## config.mk

```make
export PLATFORM = sky130hd
export DESIGN_NAME = inv_park_clark_tr
export DESIGN_NICKNAME = d
export VERILOG_FILES = /design/src/rtl/inv_park_clark_tr.sv
export SDC_FILE = /design/constraint.sdc
export NUM_CORES = 2
export LEC_CHECK = 0
export ABC_AREA = 1
export ABC_CLOCK_PERIOD_IN_PS = 27600
export BUFFER_PORTS_ARGS = -buffer_cell sky130_fd_sc_hd__buf_2
export CAP_MARGIN = 25
export CORE_ASPECT_RATIO = 0.9
export CORE_MARGIN = 5
export CORE_UTILIZATION = 35
export CTS_CLUSTER_DIAMETER = 100
export DETAILED_ROUTE_END_ITERATION = 8
export PLACE_DENSITY_LB_ADDON = 0.12
export SLEW_MARGIN = 40
export SYNTH_ARGS = -nofsm -noshare
export SYNTH_HDL_FRONTEND = slang
export SYNTH_SLANG_ARGS = --single-unit
```

## constraint.sdc

```tcl
create_clock -name clk -period 27.6 [get_ports clk]
set_input_delay 1.38 -clock clk [delete_from_list [all_inputs] [get_ports clk]]
set_output_delay 1.38 -clock clk [all_outputs]
set_load 0.03 [all_outputs]
```

## src/rtl/inv_park_clark_tr.sv

```systemverilog
// ============================================================================
//  Module      : inv_park_clark_tr (with sincos helper)
//  Description : Sequential inverse-Park followed by inverse-Clarke transform
//                on a single shared 16x16 signed multiplier.
//  Revision    : 1.0  initial release
// ============================================================================
`default_nettype none

// Iterative CORDIC: sin/cos of a 12-bit angle, amplitude +/-16384.
module sincos (
  input  logic               clk,
  input  logic               rstn,
  input  logic               i_en,
  input  logic [11:0]        i_psi,
  output logic               o_en,
  output logic signed [15:0] o_sin,
  output logic signed [15:0] o_cos
);
  localparam logic signed [29:0] c_x_init  = 30'sd163008219;
  localparam logic [4:0]         c_last_it = 5'd25;

  logic signed [29:0] r_x, r_y;
  logic signed [31:0] r_z;
  logic [4:0]         r_it;
  logic [1:0]         r_q;
  logic               r_run, r_fin, r_oen;
  logic signed [15:0] r_sin, r_cos;
  logic signed [29:0] w_dx, w_dy;
  logic signed [15:0] w_c, w_s;
  logic signed [31:0] w_atan;

  // Angle unit: 2^32 per full turn; small angles use atan(x) ~ x.
  function automatic logic signed [31:0] atan_lut(input logic [4:0] i);
    case (i)
      5'd0:    atan_lut = 32'sh2000_0000;
      5'd1:    atan_lut = 32'sh12E4_051E;
      5'd2:    atan_lut = 32'sh09FB_385B;
      5'd3:    atan_lut = 32'sh0511_11D4;
      5'd4:    atan_lut = 32'sh028B_0D43;
      5'd5:    atan_lut = 32'sh0145_D7E1;
      5'd6:    atan_lut = 32'sh00A2_F61E;
      5'd7:    atan_lut = 32'sh0051_7C55;
      5'd8:    atan_lut = 32'sh0028_BE53;
      5'd9:    atan_lut = 32'sh0014_5F2F;
      default: atan_lut = 32'sd683565276 >>> i;
    endcase
  endfunction

  assign w_dx   = r_y >>> r_it;
  assign w_dy   = r_x >>> r_it;
  assign w_atan = atan_lut(r_it);
  assign w_c    = r_x[29:14] + {15'd0, r_x[13]};
  assign w_s    = r_y[29:14] + {15'd0, r_y[13]};
  assign o_en   = r_oen;
  assign o_sin  = r_sin;
  assign o_cos  = r_cos;

  always_ff @(posedge clk or negedge rstn) begin
    if (!rstn) begin
      r_x <= '0; r_y <= '0; r_z <= '0; r_it <= '0; r_q <= '0;
      r_run <= 1'b0; r_fin <= 1'b0; r_oen <= 1'b0;
      r_sin <= '0; r_cos <= '0;
    end else begin
      r_fin <= 1'b0;
      r_oen <= 1'b0;
      if (i_en && !r_run) begin
        r_x   <= c_x_init;
        r_y   <= '0;
        r_z   <= {2'b00, i_psi[9:0], 20'd0};
        r_q   <= i_psi[11:10];
        r_it  <= '0;
        r_run <= 1'b1;
      end else if (r_run) begin
        if (r_z[31]) begin
          r_x <= r_x + w_dx; r_y <= r_y - w_dy; r_z <= r_z + w_atan;
        end else begin
          r_x <= r_x - w_dx; r_y <= r_y + w_dy; r_z <= r_z - w_atan;
        end
        r_it <= r_it + 5'd1;
        if (r_it == c_last_it) begin
          r_run <= 1'b0;
          r_fin <= 1'b1;
        end
      end
      // Fold the first-quadrant result back to the full circle.
      if (r_fin) begin
        r_oen <= 1'b1;
        case (r_q)
          2'd0:    begin r_cos <= w_c;  r_sin <= w_s;  end
          2'd1:    begin r_cos <= -w_s; r_sin <= w_c;  end
          2'd2:    begin r_cos <= -w_c; r_sin <= -w_s; end
          default: begin r_cos <= w_s;  r_sin <= -w_c; end
        endcase
      end
    end
  end
endmodule

module inv_park_clark_tr (
  input  logic               clk,
  input  logic               rst,
  input  logic               i_en,
  input  logic [11:0]        psi,
  input  logic signed [15:0] i_vd,
  input  logic signed [15:0] i_vq,
  output logic               o_busy,
  output logic               o_en,
  output logic signed [15:0] o_valpha,
  output logic signed [15:0] o_vbeta,
  output logic signed [15:0] o_va,
  output logic signed [15:0] o_vb,
  output logic signed [15:0] o_vc
);
  typedef enum logic [3:0] {
    S_IDLE, S_SC, S_M0, S_M1, S_M2, S_M3, S_AB, S_ABC, S_OUT
  } state_t;

  state_t             r_state;
  logic               r_sc_start, r_oen;
  logic [11:0]        r_psi;
  logic signed [15:0] r_vd, r_vq, r_sin, r_cos;
  logic signed [32:0] r_acc_a, r_acc_b;
  logic signed [15:0] r_valpha, r_vbeta, r_va, r_vb, r_vc;
  logic signed [15:0] r_o_alpha, r_o_beta, r_o_va, r_o_vb, r_o_vc;
  logic               w_sc_en;
  logic signed [15:0] w_sc_sin, w_sc_cos, w_mul_a, w_mul_b;
  logic signed [31:0] w_prod;
  logic signed [32:0] w_prod33, w_a13, w_b, w_vb_sum, w_vc_sum;

  function automatic logic signed [15:0] sat16(input logic signed [32:0] v);
    if (v > 33'sd32767)       sat16 = 16'sh7FFF;
    else if (v < -33'sd32768) sat16 = 16'sh8000;
    else                      sat16 = v[15:0];
  endfunction

  sincos u_sincos (
    .clk   (clk),
    .rstn  (~rst),
    .i_en  (r_sc_start),
    .i_psi (r_psi),
    .o_en  (w_sc_en),
    .o_sin (w_sc_sin),
    .o_cos (w_sc_cos)
  );

  always_comb begin
    w_mul_a = r_vd;
    w_mul_b = r_cos;
    case (r_state)
      S_M1:    begin w_mul_a = r_vq; w_mul_b = r_sin; end
      S_M2:    begin w_mul_a = r_vd; w_mul_b = r_sin; end
      S_M3:    begin w_mul_a = r_vq; w_mul_b = r_cos; end
      default: begin w_mul_a = r_vd; w_mul_b = r_cos; end
    endcase
  end

  assign w_prod   = 32'(w_mul_a) * 32'(w_mul_b);
  assign w_prod33 = 33'(w_prod);
  // 14189 / 16384 ~ sqrt(3)/2; valpha*8192 is the -1/2 term.
  assign w_a13    = 33'(r_valpha) <<< 13;
  assign w_b      = 33'(r_vbeta) * 33'sd14189;
  assign w_vb_sum = w_b - w_a13;
  assign w_vc_sum = -w_a13 - w_b;

  assign o_busy   = (r_state != S_IDLE);
  assign o_en     = r_oen;
  assign o_valpha = r_o_alpha;
  assign o_vbeta  = r_o_beta;
  assign o_va     = r_o_va;
  assign o_vb     = r_o_vb;
  assign o_vc     = r_o_vc;

  always_ff @(posedge clk or posedge rst) begin
    if (rst) begin
      r_state <= S_IDLE; r_sc_start <= 1'b0; r_oen <= 1'b0;
      r_psi <= '0; r_vd <= '0; r_vq <= '0; r_sin <= '0; r_cos <= '0;
      r_acc_a <= '0; r_acc_b <= '0;
      r_valpha <= '0; r_vbeta <= '0; r_va <= '0; r_vb <= '0; r_vc <= '0;
      r_o_alpha <= '0; r_o_beta <= '0; r_o_va <= '0; r_o_vb <= '0; r_o_vc <= '0;
    end else begin
      r_sc_start <= 1'b0;
      r_oen      <= 1'b0;
      case (r_state)
        S_IDLE: if (i_en) begin
          r_psi      <= psi;
          r_vd       <= i_vd;
          r_vq       <= i_vq;
          r_sc_start <= 1'b1;
          r_state    <= S_SC;
        end
        S_SC: if (w_sc_en) begin
          r_sin   <= w_sc_sin;
          r_cos   <= w_sc_cos;
          r_state <= S_M0;
        end
        S_M0: begin r_acc_a <= w_prod33;           r_state <= S_M1; end
        S_M1: begin r_acc_a <= r_acc_a - w_prod33; r_state <= S_M2; end
        S_M2: begin r_acc_b <= w_prod33;           r_state <= S_M3; end
        S_M3: begin r_acc_b <= r_acc_b + w_prod33; r_state <= S_AB; end
        S_AB: begin
          r_valpha <= sat16(r_acc_a >>> 14);
          r_vbeta  <= sat16(r_acc_b >>> 14);
          r_state  <= S_ABC;
        end
        S_ABC: begin
          r_va    <= r_valpha;
          r_vb    <= sat16(w_vb_sum >>> 14);
          r_vc    <= sat16(w_vc_sum >>> 14);
          r_state <= S_OUT;
        end
        S_OUT: begin
          r_o_alpha <= r_valpha;
          r_o_beta  <= r_vbeta;
          r_o_va    <= r_va;
          r_o_vb    <= r_vb;
          r_o_vc    <= r_vc;
          r_oen     <= 1'b1;
          r_state   <= S_IDLE;
        end
        default: r_state <= S_IDLE;
      endcase
    end
  end
endmodule

`default_nettype wire

```

# Word level (Yosys, flattened, before mapping)
# Index checks and enable logic that the tools add are counted.
# totals
wordCells	134
regBits	442
in_bits	47
# classes
mux	39
n_eq_ne	22
reduce_logical	14
mul	2
shifts	3
n_lt_le_gt_ge	8
addsub	16
# ops
op	n
32-bit case mux with 10 select lines	1
30-bit two-way mux	6
16-bit two-way mux	10
33-bit case mux with 2 select lines	2
32-bit two-way mux	3
16-bit case mux with 3 select lines	2
30-bit adder	2
30-bit by 5-bit >>> shifter with 30-bit output	2
30-bit subtractor	2
19-bit by 16-bit greater-than comparator with 1-bit output, second input constant	3
19-bit by 16-bit less-than comparator with 1-bit output, second input constant	3
33-bit by 32-bit adder with 33-bit output	1
29-bit negator with 33-bit output	1
33-bit by 31-bit subtractor with 33-bit output	1
33-bit by 32-bit subtractor with 33-bit output	1
16-bit by 1-bit adder with 16-bit output	2
32-bit adder	1
16-bit by 16-bit multiplier with 32-bit output	1
16-bit negator	2
4-bit case mux with 8 select lines	1
31-bit by 5-bit >>> shifter with 32-bit output, first input constant	1
31-bit by 29-bit subtractor with 32-bit output	1
32-bit subtractor	1
16-bit by 15-bit multiplier with 31-bit output, second input constant	1
other kinds (28)	53

# Depth between registers and ports, before layout
# depth
word_depth	6
mapped_depth	51
mapped_depth_nobuf	50

# Hierarchy
# A second synthesis with hierarchy kept.
# unflattened
hier_cells	7760
hier_area_um2	53876.7
# modules_own_cells
module	area_each_um2	n_inst	cells_each
inv_park_clark_tr	35656.7	1	4686
sincos	18220.0	1	3074

# Worst setup path before layout
# OpenSTA, ideal clock, no wires.
# synth_timing
path_type	register to register
from	reg r_state[3]
to	reg r_acc_a[32]
path_buffers	1
path_stages_with_launch	41
setup_time_ns	0.134
period_less_slack_ns	8.512
slack_ns	19.088
arrival_ns	8.378
cell_sequence	dfrtp_1 > nor2_1 > inv_1 > nor2_1 > inv_1 > nor2_1 > inv_1 > nand2_1 > buf_2 > nand2_1 > o21ai_2 > clkinv_1 > nor2_1 > fa_1 > fa_1 > inv_1 > fa_1 > fa_1 > (+5 left out) > o21ai_0 > nor2_1 > nand3_1 > nand2_1 > nand2_1 > a21oi_1 > xor2_1 > ha_1 > nand4_1 > inv_1 > a21oi_1 > nand2_1 > a21oi_1 > nand2_1 > a21oi_1 > nand3_1 > nand3_1 > o21ai_0
# synth_via
elab_chain_cells	6
elab_cells_between_ends	12
cone_classes	1 x add/sub; 1 x mul; 4 x eq/ne; 3 x mux; 3 x reduce/logical
# synth_rtl
item	line	source
start: declaration	118	state_t r_state;
start signal: assignment	175	r_state <= S_IDLE; r_sc_start <= 1'b0; r_oen <= 1'b0;
start signal: assignment	189	r_state <= S_SC;
start signal: assignment	194	r_state <= S_M0;
4-bit by 3-bit equality test with 1-bit output / 4-bit by 2-bit equality test with 1-bit output (equally long branches)	149, 183	
2-bit OR reduction (no line)	--	
16-bit two-way mux	149	case (r_state)
16-bit by 16-bit multiplier with 32-bit output	157	assign w_prod = 32'(w_mul_a) * 32'(w_mul_b);
33-bit by 32-bit subtractor with 33-bit output	197	S_M1: begin r_acc_a <= r_acc_a - w_prod33; r_state <= S_M2; end
33-bit case mux with 2 select lines	183	case (r_state)
end signal: assignment	177	r_acc_a <= '0; r_acc_b <= '0;
end signal: assignment	196	S_M0: begin r_acc_a <= w_prod33; r_state <= S_M1; end
end signal: assignment	197	
end: declaration	122	logic signed [32:0] r_acc_a, r_acc_b;
# Parallel ways exist; a longest one is shown, timed or not.
# A chain may end at the register's enable or synchronous reset.

# Worst setup path after layout
# layout_timing
from	reg r_state[3]
to	reg r_acc_a[30]
# Same word-level chain as after synthesis.

==> results.toml <==
[run_status]
run_status = "finished clean"

[floorplan]
die_y_microns = 374
num_rows = 133
placeableCoreArea_sq_um = 146000
fp.dieArea_sq_um = 155000
ios = 129
starting_density_pct = 35.3
chipWidth_microns = 415

[sta]
tns_ps = 0
maxClockFrequency_ghz = 0.0902
worst_slew_pin_slew_ps = 889
timing.final.crit_share_pct = 40.2
rsz0062_at_grt = "false"
max-slew-margin-rel_pct = 40.1
report.final.setup_viol = 0
drv_slew = 0
timing.final.hold_violations = 0
finalWorstPathRequiredPeriod_ps = 11090
timing.clock.skew_ps = 55.4

[synth]
syn-cell-area_sq_um = 51600
yosysWarningCount = 0
synth_top_flop_cell = "dfrtp_1"
synthesis.nets = 8109
most_area_consuming_cells_after_synthesis = "dfrtp_1 (21%), fa_1 (15%), nand2_1 (13%)"
synth-async-reset-ratio_pct = 100
synth_edf_count = 0
synth_seq_cells = 442
gate_count_after_technology_mapping = 7255
seq_area_frac_synth_pct = 21.5
yosys.area.top_type = "dfrtp_1"
yosys.cell_types.count = 65
post-synth-top-area-fraction_pct = 21.5
synth.avg_cell_area_sq_um = 7.11

[flow_run]
max-cap-violations = 0

[min_path]
worstHoldPathType = "register to register"

[clock_network]
cts.reportedPaths.clkPinSlew_ps = 60
cts_buffers = 55
cts-resized-gates = 0
insertion_delay_ps = 700
postCtsSetupRepairBufs = 0
clock_sinks = 442
clk_path_buf_depth = 3
number_of_h_tree_levels = 2
postCtsHoldBufs = 0
clockRootBuffer = "clkbuf_16"
clock_tree_from_tritoncts = "done"

[global_routing]
number_of_global_route_vias_before_repair = 46900
globalRouteOverflowTotal = 0
wire_length_of_the_first_global_routing_pass_microns = 277000
antenna_found_initial = 2
grt_max_degree = 81
groute.usage.overall_pct = 22.2

[cells_and_area]
multiInputGateArea_sq_um = 35200
final_layout_size_suffix_gt1_share_pct = 5.32
stdcell_area_sq_um = 56200
area_delta_synth_final_pct = 9.00
insertedDiodeCount = 0
nets = 8138
layout.core_utilization_pct = 38.4
num-fill-cells = 15600
seqCellArea_sq_um = 11100

[placement]
gp_routability_congestion = 0.930
hpwlAfterDp_microns = 140000
placed_area_sq_um = 54300
port_buffers = 128

[drt]
first_pass_iters = 5
routed_wire_length_per_instance_microns = 18.9
wl_microns = 176000
post_detailed_route_drc_marker_count = 0
routed_via_density = 5.17
antenna_left = 0
vias_after_detailed_routing = 48000
drt_first_iter_violations = 3930

[setup_path]
cpMaxStageDelayCell = "xor2_1"
end_kind = "register"
worstSetupStartpointType = "register"
critical_path.max_stage_delay_ps = 640
arrival_ps = 11670
crit_path_frequent_cell = "inv_1"
cp_max_fo = 31
crit_type = "register to register"
worst-endpoint-required_ps = 28180
synthesized netlist by cell type, types with 18 or more instances:
| cell | instances |
|---|---|
| or2_2 | 20 |
| buf_2 | 35 |
| inv_1 | 1154 |
| a31oi_1 | 19 |
| nand3_1 | 422 |
| xor2_1 | 164 |
| buf_1 | 26 |
| o221ai_1 | 31 |
| dfrtp_1 | 442 |
| a22oi_1 | 18 |
| o21bai_1 | 23 |
| ha_1 | 422 |
| a21oi_1 | 444 |
| clkbuf_1 | 149 |
| nand4_1 | 38 |
| fa_1 | 385 |
| nor3_1 | 82 |
| nand2_1 | 1814 |
| nor4_1 | 21 |
| o31ai_1 | 20 |
| a21o_1 | 29 |
| nor2_1 | 557 |
| o21ai_0 | 590 |
| o22ai_1 | 74 |
| o211ai_1 | 42 |
| xnor2_1 | 47 |
final cells by class:
cell class	count	area share, %
Clock inverter	25	0.550
Inverter	1173	7.86
Sequential cell	442	19.7
Multi-Input combinational cell	5420	62.7
Tap cell	1957	4.36
Timing Repair Buffer	192	2.09
Clock buffer	78	2.76
worst max-delay path, delay by kind of cell (launching register included):
family / cells / cell delay (ps)
AOI/OAI and AO/OA: 8 / 1310
xor gates and xnor gates: 1 / 640
adders and majority gates: 8 / 3880
buffers and inverters: 12 / 2200
DFF: 1 / 430
and+or+nand+nor: 15 / 2500
cells by family after synthesis:
group | synth area share (%)
and+or+nand+nor | 23.6
AOI/OAI and AO/OA | 15.2
buffers and inverters | 10.4
adders and majority gates | 25.2
DFF | 21.5
xor gates and xnor gates | 3.96
muxes | 0.153
metrics by stage:
step / setup WS [ps] / cells / hold WS, ps
2_1_floorplan: 13900 / 7255 / 442
3_3_place_gp: 16270 / 9181 / 452
3_5_place_dp: 16700 / 9183 / 451
4_1_cts: 16680 / 9286 / 466
5_1_grt: 15840 / 9287 / 489
6_report: 16510 / 9287 / 465
final timing paths:
kind / start / to / slack (ps) / cells past startpoint
max in group asynchronous: rst / u_sincos.o_sin[3]$_DFFE_PP0P_ / 25010 / 4
worst max register to register: r_state[3]$_DFFE_PP0P_ / r_acc_a[30]$_DFFE_PP0P_ / 16510 / 44
worst min-delay path: r_va[8]$_DFFE_PP0P_ / o_va[8]$_DFFE_PP0P_ / 470 / 2
worst min register to register: r_va[8]$_DFFE_PP0P_ / o_va[8]$_DFFE_PP0P_ / 470 / 2
min in group asynchronous: rst / u_sincos.r_x[18]$_DFFE_PP0P_ / 730 / 2
worst max-delay path: r_state[3]$_DFFE_PP0P_ / r_acc_a[30]$_DFFE_PP0P_ / 16510 / 44
layer usage:
metal  GRT usage, %  up-vias  routed length, microns
met5              0        -                      15
met3           2.63      153                    9540
met1           33.4    23100                   86900
met4           4.00        2                    3230
li1               -    23500                       -
met2           34.4     1265                   76200
cells in the final DEF, fill, tap and decap left out, types with 21 or more instances in the layout:
master / count
buf_4: 56
inv_1: 1150
xor2_1: 164
o21bai_1: 22
nand2_1: 1814
o22ai_1: 74
nor3_1: 81
dfrtp_1: 435
buf_2: 128
o21ai_1: 22
clkbuf_16: 55
nor4_1: 21
nor2_1: 554
a21o_1: 29
xnor2_1: 47
nand3_1: 420
o211ai_1: 42
o221ai_1: 31
ha_1: 421
a21oi_1: 440
o21ai_0: 580
nand4_1: 38
fa_1: 385
flip-flops by register name, summed over array words and instances (netlist names), 30 cells and up:
register,cells
r_acc_a,33
r_acc_b,33
u_sincos.r_y,30
u_sincos.r_x,30
u_sincos.r_z,32
Power is not shown: default switching activity piles up to over one toggle a cycle in this logic, so the estimate is an artifact.
